===== src/rtl/regfile_mp.sv =====
// Purpose : multi-port register file with two write ports, two combinational read ports
//           and a sequential clear sweep (one register zeroed per cycle).
// Latency : reads are zero-latency (combinational from raddr, optional same-cycle write
//           forwarding); writes land at the rising edge; sweep takes DEPTH cycles.
// Backpressure : no stall path; writes presented while busy=1 are discarded and flagged
//           on wr_drop in the following cycle.
//
// Ports:
//   clk              single clock, all state changes on the rising edge
//   areset           synchronous active-high reset (zeroes registers, aborts sweep)
//   we0/we1          write enables, ports 0 and 1 (port 1 wins on address collision)
//   waddr0/waddr1    write addresses
//   wdata0/wdata1    write data
//   raddr1/raddr2    read addresses
//   rout1/rout2      read data, combinational
//   clr              request a clear sweep (ignored while a sweep is running)
//   busy             high while the clear sweep runs
//   wr_drop          registered one-cycle flag: a write was discarded last cycle

module regfile_mp #(
  parameter int DATA_W   = 8,
  parameter int ADDR_W   = 3,
  parameter bit ZERO_REG = 1'b0,
  parameter bit BYPASS   = 1'b1
) (
  input  logic              clk,
  input  logic              areset,
  input  logic              we0,
  input  logic              we1,
  input  logic [ADDR_W-1:0] waddr0,
  input  logic [ADDR_W-1:0] waddr1,
  input  logic [DATA_W-1:0] wdata0,
  input  logic [DATA_W-1:0] wdata1,
  input  logic [ADDR_W-1:0] raddr1,
  input  logic [ADDR_W-1:0] raddr2,
  output logic [DATA_W-1:0] rout1,
  output logic [DATA_W-1:0] rout2,
  input  logic              clr,
  output logic              busy,
  output logic              wr_drop
);

  localparam int DEPTH = 1 << ADDR_W;

  typedef enum logic [0:0] {
    ST_IDLE  = 1'b0,
    ST_SWEEP = 1'b1
  } state_t;

  // ---------------------------------------------------------------------------
  // State
  // ---------------------------------------------------------------------------
  state_t            r_state;
  state_t            w_state_nxt;
  logic [ADDR_W-1:0] r_cnt;
  logic [ADDR_W-1:0] w_cnt_nxt;
  logic              r_wr_drop;
  logic [DATA_W-1:0] r_mem [DEPTH];

  // ---------------------------------------------------------------------------
  // Write qualification
  // ---------------------------------------------------------------------------
  logic w_busy;
  logic w_zaddr0;
  logic w_zaddr1;
  logic w_acc0;
  logic w_acc1;
  logic w_drop_nxt;
  logic w_sweep_last;

  assign w_busy = (r_state == ST_SWEEP);

  // A write aimed at the hardwired-zero register is simply a no-op: it is
  // neither stored nor counted as a dropped write.
  assign w_zaddr0 = ZERO_REG && (waddr0 == '0);
  assign w_zaddr1 = ZERO_REG && (waddr1 == '0);

  // "Accepted" also excludes reset so the forwarding path never shows data
  // that the reset edge is about to discard.
  assign w_acc0 = we0 && !w_busy && !areset && !w_zaddr0;
  assign w_acc1 = we1 && !w_busy && !areset && !w_zaddr1;

  assign w_drop_nxt   = w_busy && ((we0 && !w_zaddr0) || (we1 && !w_zaddr1));
  assign w_sweep_last = (r_cnt == ADDR_W'(DEPTH - 1));

  // ---------------------------------------------------------------------------
  // Sweep FSM
  // ---------------------------------------------------------------------------
  always_comb begin
    w_state_nxt = r_state;
    w_cnt_nxt   = r_cnt;
    case (r_state)
      ST_IDLE: begin
        if (clr) begin
          w_state_nxt = ST_SWEEP;
          w_cnt_nxt   = '0;
        end
      end
      ST_SWEEP: begin
        // clr is deliberately not looked at here: no restart, no extension.
        // The counter wraps to 0 on the last step, leaving it ready for next time.
        w_cnt_nxt = r_cnt + 1'b1;
        if (w_sweep_last) begin
          w_state_nxt = ST_IDLE;
        end
      end
      default: begin
        w_state_nxt = ST_IDLE;
        w_cnt_nxt   = '0;
      end
    endcase
  end

  always_ff @(posedge clk) begin
    if (areset) begin
      r_state   <= ST_IDLE;
      r_cnt     <= '0;
      r_wr_drop <= 1'b0;
    end else begin
      r_state   <= w_state_nxt;
      r_cnt     <= w_cnt_nxt;
      r_wr_drop <= w_drop_nxt;
    end
  end

  // ---------------------------------------------------------------------------
  // Storage
  // ---------------------------------------------------------------------------
  always_ff @(posedge clk) begin
    if (areset) begin
      for (int i = 0; i < DEPTH; i++) begin
        r_mem[i] <= '0;
      end
    end else if (w_busy) begin
      r_mem[r_cnt] <= '0;
    end else begin
      if (w_acc0) begin
        r_mem[waddr0] <= wdata0;
      end
      // Issued after port 0 so port 1 wins when both hit the same address.
      if (w_acc1) begin
        r_mem[waddr1] <= wdata1;
      end
    end
  end

  // ---------------------------------------------------------------------------
  // Read path
  // ---------------------------------------------------------------------------
  // Priority: hardwired zero, then port 1 forward, then port 0 forward, then
  // stored value. Sweep writes never forward because w_acc* is low while busy.
  function automatic logic [DATA_W-1:0] f_read(
    input logic [ADDR_W-1:0] a,
    input logic [DATA_W-1:0] stored,
    input logic              acc0,
    input logic [ADDR_W-1:0] wa0,
    input logic [DATA_W-1:0] wd0,
    input logic              acc1,
    input logic [ADDR_W-1:0] wa1,
    input logic [DATA_W-1:0] wd1
  );
    logic [DATA_W-1:0] v;
    v = stored;
    if (ZERO_REG && (a == '0)) begin
      v = '0;
    end else if (BYPASS && acc1 && (wa1 == a)) begin
      v = wd1;
    end else if (BYPASS && acc0 && (wa0 == a)) begin
      v = wd0;
    end
    return v;
  endfunction

  assign rout1 = f_read(raddr1, r_mem[raddr1], w_acc0, waddr0, wdata0,
                        w_acc1, waddr1, wdata1);
  assign rout2 = f_read(raddr2, r_mem[raddr2], w_acc0, waddr0, wdata0,
                        w_acc1, waddr1, wdata1);

  assign busy    = w_busy;
  assign wr_drop = r_wr_drop;

endmodule


===== config.mk =====
export PLATFORM = sky130hd
export DESIGN_NAME = regfile_mp
export DESIGN_NICKNAME = d
export VERILOG_FILES = /design/src/rtl/regfile_mp.sv
export SDC_FILE = /design/constraint.sdc
export NUM_CORES = 1
export LEC_CHECK = 0
export CORE_MARGIN = 4
export CORE_UTILIZATION = 40
export DETAILED_ROUTE_END_ITERATION = 10
export HOLD_SLACK_MARGIN = 0.08
export PLACE_DENSITY = 0.64
export SLEW_MARGIN = 10
export SYNTH_ARGS = -nofsm -noshare
export SYNTH_HDL_FRONTEND = slang
export SYNTH_SLANG_ARGS = --single-unit

===== constraint.sdc =====
create_clock -name clk -period 7.2 [get_ports clk]
set_clock_uncertainty 0.15 [all_clocks]
set_input_delay 1.44 -clock clk [delete_from_list [all_inputs] [get_ports clk]]
set_output_delay 1.44 -clock clk [all_outputs]
set_load 0.005 [all_outputs]

==> flow_results.org, run 1 <==
** Hold path
- Class of the most critical hold timing path :: flop to flop
- Hold wc startpoint :: r_cnt[0]

** Yosys
- Of all cell types, the one taking the most synthesized area is edfxtp_1.
- Mapped cell area :: 4922 µm²
- Number of library cell types mapped by synthesis :: 34
- Ranked by total cell area, the synthesized netlist is headed by edfxtp_1, mux4_2, o31ai_1.
- Number of instances in the synthesized netlist :: 425
- Area share of the largest cell type after synthesis :: 39.04%
- Synthesis inferred 69 register bits.
- Portion of the post-synthesis area used by sequential elements :: 41.08%
- Yosys printed 0 warnings.
- Average size of a mapped cell :: 11.58 µm²
- Post-Synthesis Net Count :: 460

** Floorplanning
- Once the floorplan was initialized, standard cells occupied 40.98% of the core.
- The floorplan has 40 rows.
- Standard cell core area :: 12010 µm²
- Die area :: 14140 µm²
- Width of the die :: 118.9 µm
- Die span in y :: 118.9 µm
- I/O pin total :: 51

** Clocking
- Clock tree synthesis selected as its root buffer the cell clkbuf_16.
- Post-cts sizing count :: 0
- TritonCTS clock tree :: built
- TritonCTS Buffers :: 9
- After clock tree synthesis, the setup repair step added 0 buffers.
- CTS saw 69 sinks.
- The number of hold buffers added after CTS was 0.
- The longest clock path from root to sink contains 2 buffers.
- Clk_lat worst skew :: 0.33 ns
- H-tree depth :: 3
- Clock-pin slew was measured on the worst setup and hold paths at 0.06 ns.

** Route
- Routed wire length :: 14030 µm
- Using the TritonRoute via totals, the vias-per-cell ratio works out to 6.143.
- Met3 WL post-DR :: 1177 µm
- Via count :: 3741
- Routed length per instance :: 23.03 µm
- Once detail routing completed, the nets flagged for antenna violations numbered 0.
- WL met2 :: 6988 µm
- Wire length on met1 :: 5444 µm
- Router iterations before antenna repair :: 5
- Uppermost metal layer occupied by signal nets :: met4
- Initial DRC count :: 374
- Number of remaining DRC errors :: 0

** Status
- Run status :: finished, final reports clean

** Timing
- Setup violations remaining at the end of the flow were counted as 0.
- The final critical path takes up 82.32% of the cycle.
- Final hold violation count :: 0
- Measured against its own limit, the worst slew margin works out to 23.43%.
- Time the final worst path needs with I/O delays and setup :: 5.927 ns
- Setup repair after global routing left no endpoint under its margin.
- Number of slew-limit violations in the final report :: 0
- At the pin with the least slew margin, the transition time is 1.142 ns.
- Sum of negative setup slack :: 0 ns
- For this run, the top clock speed supported by timing is 168.7 MHz.

** Cells and area
- Area of all placed cells without fillers :: 5738 µm²
- Signed area change from the synthesized netlist to the final layout :: 16.57%
- Non-filler cells in the finished layout :: 609
- Share of post-route cells with drive strength above 1 :: 18.61%
- The sequential cells in the finished layout cover a total of 2022 µm².
- Most frequent cells in the layout :: nand2_1, o31ai_1, edfxtp_1
- The filler cells instantiated in the layout total 1111.
- 0 antenna diodes ended up in the layout.
- The net count of the finished layout is 492.
- In the final layout, the multi-input gates occupy 2616 µm².
- Most common cell after layout, fill and taps aside :: nand2_1

** Global route
- Wire length of the first global-routing pass :: 21380 µm
- Via count of the first global-routing pass :: 3773
- Pin count of the biggest net entering global routing :: 20
- Number of antenna violations at the first check in global routing :: 0
- Total routing resource utilization after global routing :: 20.10%
- Final global-route overflow total :: 0

** Placement
- Placed wire-length estimate after detailed placement :: 9938 µm
- Number of instances in the placed design :: 593
- Summing all placed instances gives a cell area of 5375 µm².
- GP Congestion :: 0.8244
- Number of port buffers :: 50

** Pwr
- In this run the static leakage power is 0.001961 µW.
- Peak supply drop :: 0.1683 mV
- Summing internal, switching and leakage power gives 1204 µW.
- In this run the power density over the cells is 209.8 nW/µm².

** Critical path
- STA puts the critical path data arrival time at 4.34 ns.
- Of all nets on the critical path, the largest fanout is 11.
- Among all stages on the critical path, the largest delay is contributed by clkdlybuf4s50_1.
- By instance count, the cell type seen most on the critical path is clkdlybuf4s50_1.
- Critical path type :: input port to primary output
- Walking the worst path, the cells encountered are clkdlybuf4s50_1, buf_4, mux4_2, mux2_2, mux2i_1, o21ai_0, clkdlybuf4s50_1.
- The startpoint identified for the worst register-to-register timing path is busy.
- STA classifies the critical path endpoint as a primary output.
- On the worst path, the slowest cell contributes a delay of 1.00 ns.
- Startpoint type of the worst setup path :: input port
- Required time worst endpoint :: 5.61 ns
- Worst Setup SP :: raddr1[0]

** Run
- MaxCap Viol Count :: 0
[layer usage]
layer  GRT usage (%)  up-vias
met5               0        -
met1           25.35     1823
met2           34.64      191
li1                -     1694
met3           3.276       33
met4           7.748        0
[through the flow]
step                      setup slack [ns]  utilization [%]  hold slack (ns)
after detailed placement             1.277            44.75           0.3423
final                                1.273            47.77           0.3549
after CTS                            1.259            47.77           0.3504
after global placement               1.300            44.75           0.3327
after global routing                 1.119            47.77           0.3768
after floorplan                      2.827                -           0.3118
[sequential cells by signal (all words and copies together), names as in the netlist]
name     flops
wr_drop      1
r_mem       64
busy         1
r_cnt        3
[worst max-delay path: cells and delay by family]
family	cells	cell delay [ns]
compound gates	1	0.15
buf+inv	3	1.78
mux	3	0.94
[layout make-up]
| type | instances | area share [%] |
|---|---|---|
| multi-input cells | 320 | 45.60 |
| clock buffers | 9 | 3.925 |
| clock inverters | 7 | 2.399 |
| flip-flops and latches | 69 | 35.24 |
| well taps | 147 | 3.205 |
| repair buffers | 57 | 9.638 |
[path summary, 6_finish.rpt]
path	endpoint	slack (ns)	cells past startpoint
worst max register to register	r_mem[6][3]	4.34	4
worst min-delay path	r_cnt[0]	0.35	2
worst max-delay path	rout1[2]	1.27	7
worst min register to register	r_cnt[0]	0.35	2
[cells in the mapped netlist (all sizes together)]
cell type,number
nand2,110
o21ai,16
mux4,32
o31ai,64
nand4,2
mux2,17
a21oi,5
nand3b,1
xnor2,6
clkbuf,13
xor2,6
nand2b,6
mux2i,19
nor2,15
nor3b,4
nor3,2
or3b,3
nor4,5
dfxtp,5
or2,1
nand3,1
ha,2
edfxtp,64
nor4b,2
a211oi,1
buf,23
[kinds of logic after synthesis]
kind of cell	Yosys count	synth area share [%]
buf+inv	36	5.770
simple gates	152	16.07
flops	69	41.08
xor+xnor	12	2.135
mux	68	22.39
fa+ha+maj	2	0.5083
compound gates	86	12.05
[report_power, final]
group / switching, µW / internal, µW
Sequential: 12.4 / 459
Clock: 166 / 372
Combinational: 98.7 / 95.0
No activity file was read; power rests on OpenSTA's default activity.
==> run 2, diff against run 1 <==
clock period = 5.56 ns   (was 7.2 ns; I/O delays follow)
==> run 2 against run 1 <==
Against the previous run:
- wire length down 1.3%
- core utilization increased by 0.11 points
- register-to-register slack worse by 1.5 ns
- non-clock buffer count rose by 8
- first-iteration DRC count down 11%
- worst setup slack worse by 0.62 ns
- critical endpoint is now rout1[7]
- largest cell class unchanged
- largest power group unchanged
==> flow_results.org, run 2 (synthesis gave the netlist of run 1 again) <==
** Clocking
- Clk_lat worst skew :: 0.33 ns
- In this run the post-CTS setup repair buffer count came out at 0.
- The clock passes through at most 2 buffers.
- TritonCTS built the clock tree.
- The cell sitting at the root of the clock tree is a clkbuf_16.
- Total number of clock tree sinks :: 69
- TritonCTS Buffers :: 9
- After clock tree synthesis, the flow added hold-fix buffers numbering 0.
- In this run, post-CTS repair resized a total of 0 instances.
- H-tree depth :: 3
- Clock-pin slew of the registers on the worst-case setup and hold paths :: 0.06 ns

** Critical path
- The kind of cell with the highest combined delay along the critical path is buffers and inverters.
- For the worst setup path, the data arrival time is 3.64 ns.
- The critical path contains buffers and inverters numbering 3 combined.
- Startpoint type of the worst setup path :: input port
- Critical path's slowest cell :: clkdlybuf4s50_1
- The largest single stage delay on the critical path is 0.58 ns.
- The worst setup path is captured at a primary output.
- Required time worst endpoint :: 4.30 ns
- Along the worst path, the maximum fanout reaches 14.
- The signal on the critical path passes through clkdlybuf4s50_1, nor3b_2, buf_4, nand4_2, mux2i_1, o21ai_0, clkdlybuf4s50_1.
- The worst setup path is of the input port to primary output kind.
- Critical Path Most Common Cell :: clkdlybuf4s50_1

** Route
- The count of nets left with antenna violations once routing finished came out at 0.
- For this block, the initial DRC count from the detailed router was 334.
- After detailed routing, the number of vias per cell comes to 6.117.
- Via count :: 3774
- The pre-antenna-repair detailed-routing pass consisted of 5 iterations.
- After detailed routing, the number of remaining DRC violations is 0.
- The routed design has 13840 µm of wire.
- In the final routed layout, each cell accounts on average for 22.43 µm.

** Floorplanning
- The die is 118.9 µm wide.
- Die span in y :: 118.9 µm
- Starting utilization of the core area :: 40.98%
- I/O pin total :: 51
- After floorplanning, the core was sized to cover 12010 µm².
- The floorplan step defined a die boundary enclosing 14140 µm².
- Rows :: 40

** Pwr
- Dividing total power by cell area gives a power density of 257.7 nW/µm².
- P_leak :: 0.001973 µW
- IR analysis of the VDD net gives a maximum drop of 0.1465 mV.

** Cells and area
- Leaving out fill and tap cells, the most frequent cell in the layout is nand2_1.
- Relative to the synthesized area, the layout overhead comes to 16.85%.
- Leaving out fill and tap cells, the most frequent cells in the layout are nand2_1, o31ai_1, edfxtp_1.
- Flip-flop count of the largest register after layout :: 64
- The largest registers in the layout are r_mem: 64 flops, r_cnt: 3 flops.
- Number of diodes :: 0
- The finished layout holds 617 standard cells, fillers aside.
- Most flop-heavy register :: r_mem
- After the last flow step, the layout net total stands at 500.
- Share of post-route cells with drive strength above 1 :: 19.79%

** Timing
- The final-report hold violation count came to 0.
- Time the final worst path needs with I/O delays and setup :: 4.903 ns
- Setup repair after global routing left no endpoint under its margin.
- In the final timing run, aggregate negative setup slack is 0 ns.
- Worst slew margin relative to its limit :: 35.76%
- Count of endpoints failing setup in the final report :: 0
- For this run, the top clock speed supported by timing is 203.9 MHz.
- At the pin with the least slew margin, the transition time is 0.9565 ns.
- Ratio of final minimum period to clock period :: 88.19%
- The final count of pins violating max slew was 0.

** Global route
- Via count of the first global-routing pass :: 3855
- Final global-route overflow total :: 0
- Wire length of the first global-routing pass :: 21290 µm
- The number of antenna violations at the first check in global routing is 0.
- Total routing resource utilization after global routing :: 19.86%
- Entering global routing, the biggest net connects 19 pins.

** Placement
- The congestion estimate from routability-driven global placement came to 0.8699.
- Placed wire-length estimate after detailed placement :: 9960 µm
- Number of instances in the placed design :: 601
- Number of port buffers :: 50

** Hold path
- In this run the worst hold path is classified as flop to flop.

** Status
- Run status :: finished, final reports clean

** Run
- MaxCap Viol Count :: 0
run 2: changes by cell type in the layout (fill, tap and decap cells not counted), sizes merged:
cell / delta
clkinvlp: +2
clkbuf: +1
buf: +8
clkinv: -1
bufinv: -2
run 2: metal layers:
| layer | wire length, µm | share of wire, % | vias up | GRT usage [%] |
|---|---|---|---|---|
| li1 | - | - | 1714 | - |
| met1 | 5406 | 39 | 1858 | 24.75 |
| met2 | 7044 | 51 | 171 | 34.25 |
| met3 | 1038 | 7.5 | 31 | 3.941 |
| met4 | 350 | 2.5 | 0 | 7.241 |
| met5 | 0 | 0 | - | 0 |
run 2: report_power, final:
part	switching, µW	total (µW)	internal (µW)
combinational	128	253	124
sequential	15.5	610	594
clock	228	620	392
run 2: worst min-delay path: stages (launching register included):
cell     delay, ns
dfxtp_1       0.33
nand2_1       0.06
a21oi_1       0.06
run 2: final timing paths:
check	endpoint	cells after the start	slack, ns	start
setup / recovery	rout1[7]	7	0.66	areset
hold / removal	r_cnt[0]	2	0.35	r_cnt[0]
setup reg to reg	r_mem[4][7]	4	2.80	busy
hold reg to reg	r_cnt[0]	2	0.35	r_cnt[0]
run 2: final cells by class:
class / instances / area, µm²
clock buffer: 10 / 229.0
tap: 147 / 183.9
clock inverter: 6 / 87.58
timing repair buffer: 65 / 613.1
multi-input combinational: 320 / 2616
fill: 1078 / 6260
sequential: 69 / 2022
run 2: through the flow:
step                      utilization [%]  power (µW)  setup WS [ns]  cell area (µm²)  hold slack (ns)
after floorplan                         -       770.0          1.843             4922           0.3118
after global routing                47.89        1528         0.5298             5752           0.3704
after CTS                           47.89        1484         0.6956             5752           0.3497
after global placement              45.25       865.6         0.7456             5435           0.3287
after detailed placement            45.25       872.2         0.6928             5435           0.3416
final                               47.89        1482         0.6566             5752           0.3473
==> run 3, diff against run 2 <==
REMOVE_ABC_BUFFERS = 1   (was unset)
==> run 3 against run 2 <==
Against the previous run:
- power is 4.4% lower
- final area hardly changed
- largest power group is now registers
- critical path type unchanged
- clock power is 11% lower
- count of clock-buffer cells in the layout stayed put
- critical path depth stayed put
- wire length is 0.88% higher
- final cell count is 0.65% higher
- combinational power hardly changed
==> flow_results.org, run 3 (synthesis gave the netlist of run 1 again) <==
** Floorplanning
- Standard cell core area :: 12010 µm²
- I/O pin total :: 51
- Measured along the y axis, the die boundary spans 118.9 µm.
- Once the floorplan was initialized, standard cells occupied 40.98% of the core.
- Rows :: 40
- Die area :: 14140 µm²
- Width of the die :: 118.9 µm

** Pwr
- P_leak :: 0.001992 µW
- Peak supply drop :: 0.1475 mV
- In this run the power density over the cells is 246.3 nW/µm².

** Cells and area
- Signed area change from the synthesized netlist to the final layout :: 16.90%
- Area of all placed cells without fillers :: 5754 µm²
- Across the whole layout, storage elements account for 2022 µm².
- Most flop-heavy register :: r_mem
- The top cell types in the final layout, fill and taps aside, are nand2_1, o31ai_1, edfxtp_1.
- Total area of multi-input combinational cells :: 2616 µm²
- The register with the most flip-flops in the layout has 64 of them.
- Cells with a size suffix above 1 make up 20.46% of the layout.
- At the end of the flow the core is filled with cells to 47.91%.
- # fillers :: 1094
- Net count reported at finish :: 505
- Largest regs :: r_mem: 64 flops, r_cnt: 3 flops
- Number of diodes :: 0
- Leaving out fill and tap cells, the most frequent cell in the layout is nand2_1.

** Global route
- Pin count of the biggest net entering global routing :: 19
- Total routing resource utilization after global routing :: 20.24%
- Final global-route overflow total :: 0
- The first global-routing pass estimated 21830 µm of wire.
- Number of antenna violations at the first check in global routing :: 0
- The via count of the first global-routing pass was 3886.

** Clocking
- Total number of clock tree sinks :: 69
- CTS hold repair buffers :: 0
- Clk_lat worst skew :: 0.33 ns
- H-tree depth :: 3
- The tree is rooted in a clkbuf_16.
- TritonCTS Buffers :: 9
- TritonCTS built the clock tree.
- The longest clock path from root to sink contains 2 buffers.
- The number of setup buffers added after CTS is 0.
- Clock-pin slew was measured on the worst setup and hold paths at 0.06 ns.
- Post-cts sizing count :: 0

** Run
- The tool flagged a number of max-cap violations equal to 0.

** Timing
- Setup repair after global routing left no endpoint under its margin.
- Sum of negative setup slack :: 0 ns
- Dividing the final minimum period by the clock period gives 91.38%.
- Static timing analysis puts the maximum clock frequency at 196.8 MHz.
- Number of slew-limit violations in the final report :: 0
- At the pin with the least slew margin, the transition time is 0.8648 ns.
- The final-report hold violation count came to 0.
- Count of endpoints failing setup in the final report :: 0
- The worst path in the final design needs a cycle of 5.081 ns, including I/O delays and setup.
- The worst pin sits at a relative slew slack of 41.91%.
- Setup slack closes at 0.4793 ns.

** Critical path
- Startpoint type of the worst setup path :: input port
- In this run the worst path has a maximum fanout of 10.
- Counting cells, the worst reg-to-reg path comes to 5.
- By startpoint and endpoint, the worst setup path is classified as input port to primary output.
- At the worst endpoint, the arrival time is 3.82 ns.
- The startpoint identified for the worst register-to-register timing path is busy.
- STA classifies the critical path endpoint as a primary output.
- Capturing point of the worst reg2reg path :: r_mem[0][5]
- Setup slack on the worst reg-to-reg path comes out at 2.73 ns.
- STA puts the critical path data required time at 4.30 ns.

** Route
- Routed wire length :: 13960 µm
- Via count :: 3820
- Residual antenna-violating net count after detailed routing :: 0
- After detailed routing, the average wire length per cell comes to 22.48 µm.
- Routed via count divided by cell count :: 6.151
- Initial DRC count :: 352
- For this run, design rule violations remaining after detail routing come to 0.
- Router iterations before antenna repair :: 5

** Placement
- Routability-driven placement finished with a final weighted congestion of 0.9110.
- The placed instances occupy a cell area of 5473 µm².
- Setup slack after placement :: 0.5714 ns
- Placed wire-length estimate after detailed placement :: 10120 µm
- Number of port buffers :: 50

** Status
- The flow ran to the end, and the final reports show no timing, DRC or antenna violations.

** Hold path
- Worst Hold Path Cells :: 2
- The tightest min-delay check is of the flop to flop type.
- Hold wc startpoint :: r_cnt[0]
- Terminating pin of the worst hold path :: r_cnt[0]
[run 3: worst max path at each step]
stage / start / endpoint / slack, ns / cells after the start
final: raddr2[2] / rout2[3] / 0.48 / 7
after global routing: raddr2[2] / rout2[3] / 0.42 / 7
after CTS: raddr2[2] / rout2[3] / 0.54 / 7
after detailed placement: raddr2[2] / rout2[3] / 0.57 / 7
after global placement: raddr2[2] / rout2[3] / 0.53 / 7
after floorplan: we0 / rout1[0] / 1.76 / 4
[run 3: critical path, cell delays in order]
cell and delay (ns):
clkdlybuf4s50_1 0.84, buf_4 0.23, xnor2_1 0.14, nand4_2 0.37
mux2i_1 0.22, o21ai_0 0.31, clkdlybuf4s50_1 0.59
[run 3: per-stage QoR]
stage / hold WS, ns / power, µW / instances
2_1_floorplan: 0.3057 / 734.6 / 389
3_3_place_gp: 0.3305 / 868.9 / 606
3_5_place_dp: 0.3642 / 874.2 / 606
4_1_cts: 0.3744 / 1424 / 621
5_1_grt: 0.4163 / 1470 / 621
6_report: 0.3702 / 1417 / 621
[run 3: report_power, final]
| part | switching (µW) | internal, µW | leakage [µW] |
|---|---|---|---|
| logic | 130 | 126 | 0.00114 |
| registers | 15.0 | 594 | 0.000708 |
| clock network | 210 | 342 | 0.000140 |
[run 3: layout make-up]
cell class / count / area share, %
multi-input cells: 320 / 45.47
clock buffers: 10 / 3.979
repair buffers: 70 / 11.31
well taps: 147 / 3.196
clock inverters: 5 / 0.9132
flip-flops and latches: 69 / 35.14
[run 3: layer usage]
| metal | routed length, µm | vias to the layer above | global-route usage, % |
|---|---|---|---|
| met1 | 5785 | 1886 | 26.22 |
| li1 | - | 1725 | - |
| met5 | 0 | - | 0 |
| met3 | 924 | 25 | 3.799 |
| met4 | 277 | 0 | 6.083 |
| met2 | 6973 | 184 | 34.49 |
